## src/rtl/dmem_arb_pkg.sv

```systemverilog
// Shared types and encodings for the data-memory arbiter.
package dmem_arb_pkg;

  typedef enum logic {
    IDLE   = 1'b0,
    RMW_WR = 1'b1
  } state_t;

  typedef enum logic {
    OWN_CPU = 1'b0,
    OWN_DMA = 1'b1
  } owner_t;

  localparam logic [1:0] SZ_BYTE = 2'b00;
  localparam logic [1:0] SZ_HALF = 2'b01;
  localparam logic [1:0] SZ_WORD = 2'b10;

endpackage

```

## src/rtl/dmem_arbiter_if.sv

```systemverilog
// CPU, DMA and memory-side signal bundle of dmem_arbiter.
interface dmem_arbiter_if #(
  parameter int AW = 10,
  parameter int DW = 32
);
  logic          c_req, c_we, c_gnt, c_rvalid;
  logic [1:0]    c_size;
  logic [AW-1:0] c_addr;
  logic [DW-1:0] c_wdata, c_rdata;

  logic          d_req, d_we, d_gnt, d_rvalid;
  logic [1:0]    d_size;
  logic [AW-1:0] d_addr;
  logic [DW-1:0] d_wdata, d_rdata;

  logic [AW-1:0] mem_addr;
  logic [DW-1:0] mem_din, mem_dout;
  logic          mem_wen, mem_ren;

  modport slave (
    input  c_req, c_we, c_size, c_addr, c_wdata,
    output c_gnt, c_rvalid, c_rdata,
    input  d_req, d_we, d_size, d_addr, d_wdata,
    output d_gnt, d_rvalid, d_rdata,
    output mem_addr, mem_din, mem_wen, mem_ren,
    input  mem_dout
  );

  modport master (
    output c_req, c_we, c_size, c_addr, c_wdata,
    input  c_gnt, c_rvalid, c_rdata,
    output d_req, d_we, d_size, d_addr, d_wdata,
    input  d_gnt, d_rvalid, d_rdata,
    input  mem_addr, mem_din, mem_wen, mem_ren,
    output mem_dout
  );
endinterface

```

## src/rtl/dmem_arb_pick.sv

```systemverilog
// Winner selection between CPU and DMA requests.
// DMEM_ARB_RR_EN selects round-robin; otherwise fixed CPU priority.
module dmem_arb_pick
  import dmem_arb_pkg::*;
(
`ifdef DMEM_ARB_RR_EN
  input  owner_t last,
`endif
  input  logic   c_req,
  input  logic   d_req,
  output logic   any,
  output owner_t winner
);

  always_comb begin
    any    = c_req | d_req;
    winner = c_req ? OWN_CPU : OWN_DMA;
`ifdef DMEM_ARB_RR_EN
    if (c_req && d_req)
      winner = (last == OWN_CPU) ? OWN_DMA : OWN_CPU;
`endif
  end

endmodule

```

## src/rtl/dmem_arbiter.sv

```systemverilog
// Two-port arbiter/sequencer for a word-wide data memory; sub-word stores
// become read-modify-write. DMEM_ARB_RR_EN enables round-robin arbitration.
module dmem_arbiter
  import dmem_arb_pkg::*;
#(
  parameter int AW = 10,
  parameter int DW = 32
) (
  input logic           clk,
  input logic           reset_n,
  dmem_arbiter_if.slave bus
);

  state_t        state, state_nxt;
  owner_t        winner;
  logic          any, load_go, rmw_go;
  logic          sel_we;
  logic [1:0]    sel_size;
  logic [AW-1:0] sel_addr, lat_addr;
  logic [DW-1:0] sel_wdata;
  logic [15:0]   lat_wdata;
  logic          lat_half;
  logic          c_gnt, d_gnt, mem_wen, mem_ren;
  logic [AW-1:0] mem_addr;
  logic [DW-1:0] mem_din;

`ifdef DMEM_ARB_RR_EN
  owner_t last;

  dmem_arb_pick u_pick (
    .last   (last),
    .c_req  (bus.c_req),
    .d_req  (bus.d_req),
    .any    (any),
    .winner (winner)
  );

  // Reset value OWN_DMA makes the CPU win the first simultaneous request.
  always_ff @(posedge clk or negedge reset_n) begin
    if (!reset_n)            last <= OWN_DMA;
    else if (c_gnt || d_gnt) last <= winner;
  end
`else
  dmem_arb_pick u_pick (
    .c_req  (bus.c_req),
    .d_req  (bus.d_req),
    .any    (any),
    .winner (winner)
  );
`endif

  always_comb begin
    sel_we    = (winner == OWN_DMA) ? bus.d_we    : bus.c_we;
    sel_size  = (winner == OWN_DMA) ? bus.d_size  : bus.c_size;
    sel_addr  = (winner == OWN_DMA) ? bus.d_addr  : bus.c_addr;
    sel_wdata = (winner == OWN_DMA) ? bus.d_wdata : bus.c_wdata;
  end

  always_comb begin
    state_nxt = state;
    c_gnt     = 1'b0;
    d_gnt     = 1'b0;
    mem_wen   = 1'b0;
    mem_ren   = 1'b0;
    mem_addr  = '0;
    mem_din   = '0;
    load_go   = 1'b0;
    rmw_go    = 1'b0;
    unique case (state)
      IDLE: begin
        if (any) begin
          c_gnt    = (winner == OWN_CPU);
          d_gnt    = (winner == OWN_DMA);
          mem_addr = sel_addr;
          if (sel_we && !(sel_size inside {SZ_BYTE, SZ_HALF})) begin
            mem_wen = 1'b1;
            mem_din = sel_wdata;
          end else begin
            mem_ren = 1'b1;
            if (sel_we) begin
              rmw_go    = 1'b1;
              state_nxt = RMW_WR;
            end else begin
              load_go = 1'b1;
            end
          end
        end
      end
      RMW_WR: begin
        mem_wen   = 1'b1;
        mem_addr  = lat_addr;
        mem_din   = lat_half ? {bus.mem_dout[DW-1:16], lat_wdata}
                             : {bus.mem_dout[DW-1:8],  lat_wdata[7:0]};
        state_nxt = IDLE;
      end
      default: state_nxt = IDLE;
    endcase
    // Command outputs are combinational, so reset must mask them directly
    // to suppress the write of an interrupted RMW.
    if (!reset_n) begin
      c_gnt    = 1'b0;
      d_gnt    = 1'b0;
      mem_wen  = 1'b0;
      mem_ren  = 1'b0;
      mem_addr = '0;
      mem_din  = '0;
      load_go  = 1'b0;
      rmw_go   = 1'b0;
    end
  end

  always_ff @(posedge clk or negedge reset_n) begin
    if (!reset_n) begin
      state        <= IDLE;
      bus.c_rvalid <= 1'b0;
      bus.d_rvalid <= 1'b0;
      lat_addr     <= '0;
      lat_wdata    <= '0;
      lat_half     <= 1'b0;
    end else begin
      state        <= state_nxt;
      bus.c_rvalid <= load_go && (winner == OWN_CPU);
      bus.d_rvalid <= load_go && (winner == OWN_DMA);
      if (rmw_go) begin
        lat_addr  <= sel_addr;
        lat_wdata <= sel_wdata[15:0];
        lat_half  <= (sel_size == SZ_HALF);
      end
    end
  end

  assign bus.c_gnt    = c_gnt;
  assign bus.d_gnt    = d_gnt;
  assign bus.mem_wen  = mem_wen;
  assign bus.mem_ren  = mem_ren;
  assign bus.mem_addr = mem_addr;
  assign bus.mem_din  = mem_din;
  assign bus.c_rdata  = bus.mem_dout;
  assign bus.d_rdata  = bus.mem_dout;

endmodule

```

## src/flat_wrapper.sv

```systemverilog
// flat-port wrapper written by rule: the top's interface ports become plain ports
module dmem_arbiter_flat import dmem_arb_pkg::*;
#(
  parameter int AW = 10,
  parameter int DW = 32
)
  (clk, reset_n, bus_c_req, bus_c_we, bus_c_size, bus_c_addr, bus_c_wdata, bus_c_gnt, bus_c_rvalid, bus_c_rdata, bus_d_req, bus_d_we, bus_d_size, bus_d_addr, bus_d_wdata, bus_d_gnt, bus_d_rvalid, bus_d_rdata, bus_mem_addr, bus_mem_din, bus_mem_wen, bus_mem_ren, bus_mem_dout);
  dmem_arbiter_if #(.AW(AW), .DW(DW)) bus_i ();
  input logic clk;
  input logic reset_n;
  input wire logic [$bits(bus_i.c_req)-1:0] bus_c_req;
  input wire logic [$bits(bus_i.c_we)-1:0] bus_c_we;
  input wire logic [$bits(bus_i.c_size)-1:0] bus_c_size;
  input wire logic [$bits(bus_i.c_addr)-1:0] bus_c_addr;
  input wire logic [$bits(bus_i.c_wdata)-1:0] bus_c_wdata;
  output wire logic [$bits(bus_i.c_gnt)-1:0] bus_c_gnt;
  output wire logic [$bits(bus_i.c_rvalid)-1:0] bus_c_rvalid;
  output wire logic [$bits(bus_i.c_rdata)-1:0] bus_c_rdata;
  input wire logic [$bits(bus_i.d_req)-1:0] bus_d_req;
  input wire logic [$bits(bus_i.d_we)-1:0] bus_d_we;
  input wire logic [$bits(bus_i.d_size)-1:0] bus_d_size;
  input wire logic [$bits(bus_i.d_addr)-1:0] bus_d_addr;
  input wire logic [$bits(bus_i.d_wdata)-1:0] bus_d_wdata;
  output wire logic [$bits(bus_i.d_gnt)-1:0] bus_d_gnt;
  output wire logic [$bits(bus_i.d_rvalid)-1:0] bus_d_rvalid;
  output wire logic [$bits(bus_i.d_rdata)-1:0] bus_d_rdata;
  output wire logic [$bits(bus_i.mem_addr)-1:0] bus_mem_addr;
  output wire logic [$bits(bus_i.mem_din)-1:0] bus_mem_din;
  output wire logic [$bits(bus_i.mem_wen)-1:0] bus_mem_wen;
  output wire logic [$bits(bus_i.mem_ren)-1:0] bus_mem_ren;
  input wire logic [$bits(bus_i.mem_dout)-1:0] bus_mem_dout;
  assign bus_i.c_req = bus_c_req;
  assign bus_i.c_we = bus_c_we;
  assign bus_i.c_size = bus_c_size;
  assign bus_i.c_addr = bus_c_addr;
  assign bus_i.c_wdata = bus_c_wdata;
  assign bus_c_gnt = bus_i.c_gnt;
  assign bus_c_rvalid = bus_i.c_rvalid;
  assign bus_c_rdata = bus_i.c_rdata;
  assign bus_i.d_req = bus_d_req;
  assign bus_i.d_we = bus_d_we;
  assign bus_i.d_size = bus_d_size;
  assign bus_i.d_addr = bus_d_addr;
  assign bus_i.d_wdata = bus_d_wdata;
  assign bus_d_gnt = bus_i.d_gnt;
  assign bus_d_rvalid = bus_i.d_rvalid;
  assign bus_d_rdata = bus_i.d_rdata;
  assign bus_mem_addr = bus_i.mem_addr;
  assign bus_mem_din = bus_i.mem_din;
  assign bus_mem_wen = bus_i.mem_wen;
  assign bus_mem_ren = bus_i.mem_ren;
  assign bus_i.mem_dout = bus_mem_dout;
  dmem_arbiter #(.AW(AW), .DW(DW)) u_core (.clk(clk), .reset_n(reset_n), .bus(bus_i));
endmodule
```

## config.mk

```make
export PLATFORM = sky130hd
export DESIGN_NAME = dmem_arbiter_flat
export DESIGN_NICKNAME = d
export VERILOG_FILES = /design/src/rtl/dmem_arb_pkg.sv /design/src/rtl/dmem_arbiter_if.sv /design/src/rtl/dmem_arb_pick.sv /design/src/rtl/dmem_arbiter.sv /design/src/flat_wrapper.sv
export SDC_FILE = /design/constraint.sdc
export NUM_CORES = 1
export LEC_CHECK = 0
export CAP_MARGIN = 20
export CELL_PAD_IN_SITES_DETAIL_PLACEMENT = 1
export CELL_PAD_IN_SITES_GLOBAL_PLACEMENT = 1
export CORE_ASPECT_RATIO = 1.5
export CORE_MARGIN = 4
export CORE_UTILIZATION = 23
export DETAILED_ROUTE_END_ITERATION = 8
export GPL_TIMING_DRIVEN = 0
export PLACE_DENSITY_LB_ADDON = 0.05
export SLEW_MARGIN = 30
export SYNTH_ARGS = -nofsm -noshare
export SYNTH_HDL_FRONTEND = slang
export SYNTH_SLANG_ARGS = --single-unit
```

## constraint.sdc

```tcl
create_clock -name clk -period 1.6 [get_ports clk]
set_input_delay 0.16 -clock clk [delete_from_list [all_inputs] [get_ports clk]]
set_output_delay 0.16 -clock clk [all_outputs]
set_load 0.01 [all_outputs]
```

# Word-level counts from Yosys, hierarchy flattened
# Index checks and enable logic that the tools add are counted.
dict set report classes {
  eq_ne 1
  muxes 38
  bitwise_logic 2
  reduce_logical 6
}
# operator count
set op_table {}
lappend op_table {{$mux 32} 4}
lappend op_table {{$pmux 32 s2} 1}
lappend op_table {{$mux 10} 3}
lappend op_table {{$mux 1} 25}
lappend op_table {{$pmux 10 s2} 1}
lappend op_table {{$mux 16} 1}
lappend op_table {{$pmux 1 s2} 2}
lappend op_table {{$logic_and 1x1->1} 3}
lappend op_table {{$eq 2x1->1 const B} 1}
lappend op_table {{$logic_not 2->1} 1}
lappend op_table {{$mux 2} 1}
lappend op_table {{$reduce_bool 2->1} 1}
lappend op_table {{$logic_not 1->1} 1}
lappend op_table {{$not 1->1} 1}
lappend op_table {{$or 1x1->1} 1}
dict set report totals {
  reg_bits 30
  in_bits 126
  out_inout_bits 112
}

# Depth between registers and ports, before layout
# Gate-level depths: netlist of the first run.
dict set report logic_depth {
  word_depth 10
  ltp_mapped 6
}

# Modules after synthesis
# A second synthesis of the first run with hierarchy kept.
dict set report hier_totals {
  cells_unflattened 300
  hier_area_um2 2859.0
}
# module instances cells_each area_per_inst_um2 seq_area_each_um2
set by_module_without_submodules {}
lappend by_module_without_submodules {dmem_arbiter 1 298 2849.0 750.7}
lappend by_module_without_submodules {dmem_arb_pick 1 2 10.0 0.0}

# Worst setup path after synthesis of the first run
# OpenSTA, ideal clock, no wires.
dict set report synth_timing {
  path_type {reg2out}
  from {register u_core.state}
  to {output port bus_mem_din[10]}
  t_arrival_ns 1.464
  setup_slack_ns -0.024
  path_stages_with_launch 6
  path_buffers 2
  path_cell_list {dfrtp_1 -> buf_2 -> o21bai_2 -> buf_2 -> a211o_1 -> a21boi_0}
}
dict set report synth_between {
  elab_chain_len 3
}
# item line
set synth_rtl {}
lappend synth_rtl {{from (decl)} dmem_arbiter.sv:14} ;# state_t state, state_nxt;
lappend synth_rtl {{from (signal assigned)} dmem_arbiter.sv:121} ;# state <= state_nxt;
lappend synth_rtl {{$not 1->1} -}
lappend synth_rtl {{$pmux 32 s2 *} dmem_arbiter.sv:69} ;# unique case (state)
lappend synth_rtl {{$mux 32 *} dmem_arbiter.sv:100} ;# if (!reset_n) begin
lappend synth_rtl {{to (decl)} flat_wrapper.sv:28} ;# output wire logic [$bits(bus_i.mem_din)-1:0] bus_mem_din;
# Mark *: on every way between the ends. The rest lies on a longest branch, timed or not.

# Final worst setup path of the first run
dict set report layout_timing {
  from {register u_core.state}
  to {output port bus_mem_din[7]}
}
# Same word-level chain as after synthesis.

==> results of run 1 <==
metal layers:
metal | up-vias | part of all wire [%]
met5 | - | 0
met4 | 0 | 1.5
met3 | 12 | 8.7
met2 | 156 | 54
met1 | 1602 | 36
li1 | 1618 | -
layout by cell type (no fill, tap or decap), types with 2 or more instances in the layout:
master,instances
clkdlybuf4s50_1,176
buf_4,82
mux2i_1,67
buf_2,40
dfrtp_1,30
inv_1,26
nand2_1,22
a211o_1,16
buf_6,13
o31ai_4,12
a21boi_1,11
o22ai_2,10
nand2_2,9
mux2_2,9
clkbuf_16,7
clkbuf_2,5
a21boi_2,5
clkdlybuf4s15_1,5
buf_8,4
buf_12,4
o31ai_1,4
nand2_4,3
dlygate4sd3_1,3
clkbuf_8,2
and3b_1,2
nor2_1,2
cell usage after synthesis (all sizes together), types with 3 or more instances:
cell type	n	area, µm²
o31ai	16	165
buf	80	598
nor2	3	11.3
mux2	10	113
clkbuf	9	33.8
inv	26	97.6
a21boi	16	120
o22ai	10	62.6
dfrtp	30	751
nand2	34	128
mux2i	68	681
a211o	16	140
per-stage QoR:
stage	setup TNS, ps	instances
2_1_floorplan	0	334
3_3_place_gp	-143500	721
3_5_place_dp	-43820	722
4_1_cts	-4770	743
5_1_grt	-7280	751
6_report	-4050	751
logic make-up (layout without fill, tap and decap cells):
group	after synthesis	after routing
AOI/OAI and AO/OA	63	64
muxes	78	78
DFF	30	30
buffers and inverters	115	372
and+or+nand+nor	48	48
repair_timing:
action / in CTS / in global routing
endpoints found under the hold margin: 17 / 0
hold buffers: 3 / 0
cloned: 4 / 2
gates resized for setup: 234 / 80
pin swaps: 26 / 2
endpoints found under the setup margin: 68 / 46
setup buffers: 9 / 6
power by group through the flow:
| stage | clock network, mW | registers, mW | logic (mW) |
|---|---|---|---|
| after floorplan | 0 | 1.04 | 0.787 |
| after global placement | 0 | 1.06 | 1.56 |
| after detailed placement | 0 | 1.07 | 1.61 |
| after CTS | 0.984 | 1.09 | 1.61 |
| after global routing | 1.02 | 1.12 | 1.87 |
| final | 0.950 | 1.09 | 1.72 |
registers in the layout, indices dropped and copies added (netlist names):
| register | cells |
|---|---|
| u_core.bus.d_rvalid | 1 |
| u_core.state | 1 |
| u_core.bus.c_rvalid | 1 |
| u_core.lat_addr | 10 |
| u_core.lat_wdata | 16 |
| u_core.lat_half | 1 |
layout make-up:
| class | count | area share, % |
|---|---|---|
| Buffer | 86 | 12.0 |
| Clock buffer | 7 | 2.32 |
| Clock inverter | 1 | 0.0814 |
| Inverter | 26 | 1.59 |
| Multi-Input combinational cell | 190 | 30.4 |
| Sequential cell | 30 | 12.2 |
| Tap cell | 159 | 3.24 |
| Timing Repair Buffer | 252 | 38.2 |
critical path: cells and delay by family, from the launching register on:
| kind | cells | cell delay [ps] |
|---|---|---|
| AO/OA/AOI/OAI | 3 | 560 |
| buffers and inverters | 3 | 430 |
| flip-flops | 1 | 370 |
worst paths after layout:
| check | from | endpoint | slack, ps | depth (start not counted) |
|---|---|---|---|---|
| worst max-delay path | u_core.state$_DFF_PN0_ | bus_mem_din[7] | -210 | 6 |
| worst min-delay path | bus_c_we | u_core.bus.c_rvalid$_DFF_PN0_ | 130 | 2 |
| worst max register to register | u_core.state$_DFF_PN0_ | u_core.lat_addr[7]$_DFFE_PN0P_ | 80 | 6 |
| worst min register to register | u_core.lat_wdata[8]$_DFFE_PN0P_ | u_core.lat_wdata[8]$_DFFE_PN0P_ | 520 | 2 |
| max in group asynchronous | reset_n | u_core.lat_addr[5]$_DFFE_PN0P_ | 680 | 3 |
| min in group asynchronous | reset_n | u_core.lat_wdata[4]$_DFFE_PN0P_ | 350 | 2 |
==> flow_summary.ini, run 1 <==
[synthesis]
synthMuxAreaShare_pct = 26.1
synth-compound-area-share_pct = 17.4
synth_edf_count = 0
synth_xor_xnor_area_share_pct = 0
synth.avg_cell_area_um2 = 9.09
synth_ff_type = dfrtp_1
synth_top_family_by_area = multiplexers
synth.distinct_cells = 31
mappedNetlistArea_um2 = 3040
synth_fa_ha_area_share_pct = 0
synth-simple-area-share_pct = 7.75
ys_seq_area_share_pct = 24.7
async_flop_share_pct = 100
synth-seq-cells = 30
ys_warn_count = 0
syn-num-nets = 460
postSynthCellCount = 334

[floorplanning]
dieArea_um2 = 15100
die_y_um = 149
pin_count = 238
core_area_um2 = 13000
rows = 51
die_w_um = 102
initial_core_util_pct = 23.4

[setup_path]
path_class = reg2out
cp_slowest_cell = dfrtp_1
cp_max_fo = 6
crit_chain = buf_6, o21bai_4, buf_6, a211o_1, a21boi_2, buf_2
startpoint_type = flip-flop
crit_required_ps = 1440
cp_common_cell = buf_6
crit_path_end_kind = output port
slowest_delay_ps = 370
timing.critical_path.arrival_ps = 1650

[timing]
finalHoldViolations = 0
layout_setup_ws_ps = -207
fin_skew_ps = 4.00
rsz0062_at_grt = true
drv_slew = 0
hold_slack_ps = 133
relSlewSlack_pct = 61.4
tightest_slew_ps = 578
max_freq_mhz = 553
finalCriticalPeriod_ps = 1810
post-route-period-util_pct = 113
finalSetupViolations = 38

[cells_and_area]
drive_gt1_share_pct = 37.0
nets = 717
multi_input_area_um2 = 1870
seq_area_um2 = 751
fillers = 1467
fin_util_pct = 47.4
area_growth_syn_to_layout_pct = 102
fin_area_um2 = 6150
n_antenna_cell = 0

[cts]
clockBufferDepth = 2
htree_levels = 2
clkSlewWorstSetupHoldPaths_ps = 50
cts_made_buffers = 5
cts_sinks = 30
cts_tree = built
clk_latency_ps = 270
cts_root_buf = clkbuf_16

[routing]
first_pass_iters = 4
routedWlPerCell_um = 18.4
postRouteWirelength_mm = 13.8
ant_nets = 0
drc_errors = 0
drt_iter0_drc = 44
vias = 3388
via_per_inst = 4.51

[power]
power.switching_mw = 1.18
leakage_nw = 2.79
clkPwrFrac_pct = 25.3
p_sw_share_pct = 31.5
pwr-share-comb_pct = 45.7
seqPwrFrac_pct = 29.0
internal_power_mw = 2.58
power_density_nw_per_um2 = 612
ir_drop_uv = 494
total_power_mw = 3.76

[run_status]
violations = setup timing
status = complete, but fails checks

[global_routing]
grt_util_met1_pct = 18.6
grt_pass1_vias = 3593
grt_max_degree = 14
overflow = 0
gr-max-usage-layer = met2
grt_usage_pct = 17.0
grt_first_pass_wirelength_mm = 20.1
use_met2_pct = 32.6
antenna_found_initial = 0
use_met3_pct = 3.52

[place]
io_buffers = 228
post-place-ws_ps = -1170
post_dp_cell_area_um2 = 5530
dpl.hpwl_mm = 10.6
place_congestion = 0.735

[min_path]
hold_path.class = in2reg

[flow_run]
drv_cap = 0
(Power assumes the default switching activity.)
==> run 2: changes to the inputs <==
--- a/config.mk
+++ b/config.mk
@@ -13,6 +13,7 @@
 export CORE_UTILIZATION = 23
 export DETAILED_ROUTE_END_ITERATION = 8
 export GPL_TIMING_DRIVEN = 0
+export MAX_ROUTING_LAYER = met4
 export PLACE_DENSITY_LB_ADDON = 0.05
 export SLEW_MARGIN = 30
 export SYNTH_ARGS = -nofsm -noshare
==> run 2 against run 1 <==
  * The flow still finishes with violations (setup timing)
  * Flip-flop and latch count unchanged
  * Power increased by 0.25%
  * Critical endpoint is now bus_mem_din[13]
  * Highest routed layer unchanged
  * Global-route usage increased by 0.51 points
  * Core utilization about the same
  * Worst hold slack about the same
==> flow_summary.ini, run 2 (same netlist as run 1, synthesis figures left out) <==
[global_routing]
grt_pass1_vias = 3596
grt_max_degree = 14
antenna_found_initial = 0
grt_usage_pct = 17.5
grt_first_pass_wirelength_mm = 20.1
overflow = 0

[setup_path]
r2r-end = u_core.lat_addr[7]$_DFFE_PN0P_
r2r_start = u_core.state$_DFF_PN0_
startpoint_type = flip-flop
crit_start = u_core.state$_DFF_PN0_
timing.critical_path.arrival_ps = 1660
cp-endpoint = bus_mem_din[13]
crit_required_ps = 1440
rrSetupSlack_ps = 70
r2r.worst_path.cells = 6
path_class = reg2out
crit_path_end_kind = output port
cp_max_fo = 6

[timing]
finalCriticalPeriod_ps = 1820
relSlewSlack_pct = 60.0
tightest_slew_ps = 598
finalSetupViolations = 39
post-route-period-util_pct = 114
max_freq_mhz = 548
drv_slew = 0
finalHoldViolations = 0
layout_setup_ws_ps = -224
rsz0062_at_grt = true
fin_skew_ps = 2.73

[flow_run]
drv_cap = 0

[floorplanning]
pin_count = 238
die_w_um = 102
core_area_um2 = 13000
die_y_um = 149
initial_core_util_pct = 23.4
rows = 51
dieArea_um2 = 15100

[min_path]
hold_path.class = in2reg

[cts]
cts_made_buffers = 5
clockBufferDepth = 2
cts_sinks = 30
cts_root_buf = clkbuf_16
clk_latency_ps = 280
htree_levels = 2
clkSlewWorstSetupHoldPaths_ps = 50
cts_tree = built

[routing]
vias = 3403
drc_errors = 0
drt_iter0_drc = 46
routedWlPerCell_um = 18.5
route.met3.wl_mm = 1.13
via_per_inst = 4.53
postRouteWirelength_mm = 13.9
met2_length_mm = 7.44
top_layer_used = met4
ant_nets = 0
first_pass_iters = 4
wl_met1_mm = 5.11

[power]
power.switching_mw = 1.19
ir_drop_uv = 497
internal_power_mw = 2.58
total_power_mw = 3.77
leakage_nw = 2.79
pwr-share-comb_pct = 45.7
p_sw_share_pct = 31.6
power_density_nw_per_um2 = 613
clkPwrFrac_pct = 25.4
seqPwrFrac_pct = 28.9

[cells_and_area]
largest_register_ffs = 16
area_growth_syn_to_layout_pct = 102
final_cell_mix = 176 x clkdlybuf4s50_1, 82 x buf_4, 67 x mux2i_1
regMostFlops = u_core.lat_wdata
fin_cells = 751
seq_area_um2 = 751
n_antenna_cell = 0
final_common_cell = clkdlybuf4s50_1
largestRegisters = u_core.lat_wdata x16, u_core.lat_addr x10
drive_gt1_share_pct = 37.0
fillers = 1467
nets = 717
multi_input_area_um2 = 1870

[run_status]
violations = setup timing
status = complete, but fails checks

[place]
io_buffers = 228
dpl.hpwl_mm = 10.6
numPlacedInstances = 722
place_congestion = 0.744
post-place-ws_ps = -1170
-- run 2: cell count changes in the layout (fill, tap and decap cells not counted) --
cell	change
buf_2	-1
clkbuf_4	+1
-- run 2: critical path, cell delays in order, from the launching register on --
cell      delay (ps)
dfrtp_1          370
buf_6            140
o21bai_4         210
buf_6            150
a211o_1          220
a21boi_1         140
buf_2            160
-- run 2: worst min path at each step --
stage          slack (ps)                        startpoint  cells past startpoint                               end
2_1_floorplan        -140                           reset_n                      0     u_core.bus.c_rvalid$_DFF_PN0_
3_3_place_gp          500  u_core.lat_wdata[12]$_DFFE_PN0P_                      2  u_core.lat_wdata[12]$_DFFE_PN0P_
3_5_place_dp           30                           reset_n                      1   u_core.lat_wdata[4]$_DFFE_PN0P_
4_1_cts               290                          bus_c_we                      2     u_core.bus.c_rvalid$_DFF_PN0_
5_1_grt               150                          bus_c_we                      2     u_core.bus.c_rvalid$_DFF_PN0_
6_report              130                          bus_c_we                      2     u_core.bus.c_rvalid$_DFF_PN0_
-- run 2: stage by stage --
stage | utilization (%) | instance area (µm²) | setup TNS [ps] | hold WS (ps)
2_1_floorplan | - | 3040 | 0 | -136
3_3_place_gp | 42.6 | 5520 | -143500 | 503
3_5_place_dp | 42.7 | 5530 | -43820 | 26.9
4_1_cts | 44.6 | 5780 | -4770 | 288
5_1_grt | 47.5 | 6150 | -7290 | 151
6_report | 47.5 | 6150 | -4300 | 133
-- run 2: power by group through the flow --
stage	Clock [mW]	Combinational, mW	Sequential [mW]
finish	0.956	1.72	1.09
detailed placement	0	1.61	1.07
floorplan	0	0.787	1.04
global route	1.02	1.87	1.12
global placement	0	1.56	1.06
CTS	0.984	1.61	1.09
-- run 2: repair_timing --
action	4_1_cts	5_1_grt
hold endpoints to repair	17	0
pin swaps	26	2
gates resized for setup	234	81
endpoints found under the setup margin	68	46
gates cloned	4	2
hold buffers	3	0
buffers inserted	9	6
-- run 2: layout make-up --
| class | count | share of cell area, % |
|---|---|---|
| Clock buffer | 7 | 2.32 |
| Timing Repair Buffer | 252 | 38.2 |
| Multi-Input combinational cell | 190 | 30.4 |
| Inverter | 26 | 1.59 |
| Tap cell | 159 | 3.24 |
| Clock inverter | 1 | 0.0814 |
| Buffer | 86 | 12.0 |
| Sequential cell | 30 | 12.2 |
-- run 2: per-layer routing --
layer / track usage [%] / up-vias
li1: - / 1616
met1: 19.0 / 1618
met2: 32.5 / 155
met3: 3.19 / 14
met4: 4.33 / 0
met5: - / -
==> run 3: changes to the inputs <==
--- a/config.mk
+++ b/config.mk
@@ -5,6 +5,7 @@
 export SDC_FILE = /design/constraint.sdc
 export NUM_CORES = 1
 export LEC_CHECK = 0
+export ABC_CLOCK_PERIOD_IN_PS = 1600
 export CAP_MARGIN = 20
 export CELL_PAD_IN_SITES_DETAIL_PLACEMENT = 1
 export CELL_PAD_IN_SITES_GLOBAL_PLACEMENT = 1
==> results of run 3 <==
Final layout, timing and power as in run 2 (identical DEF).
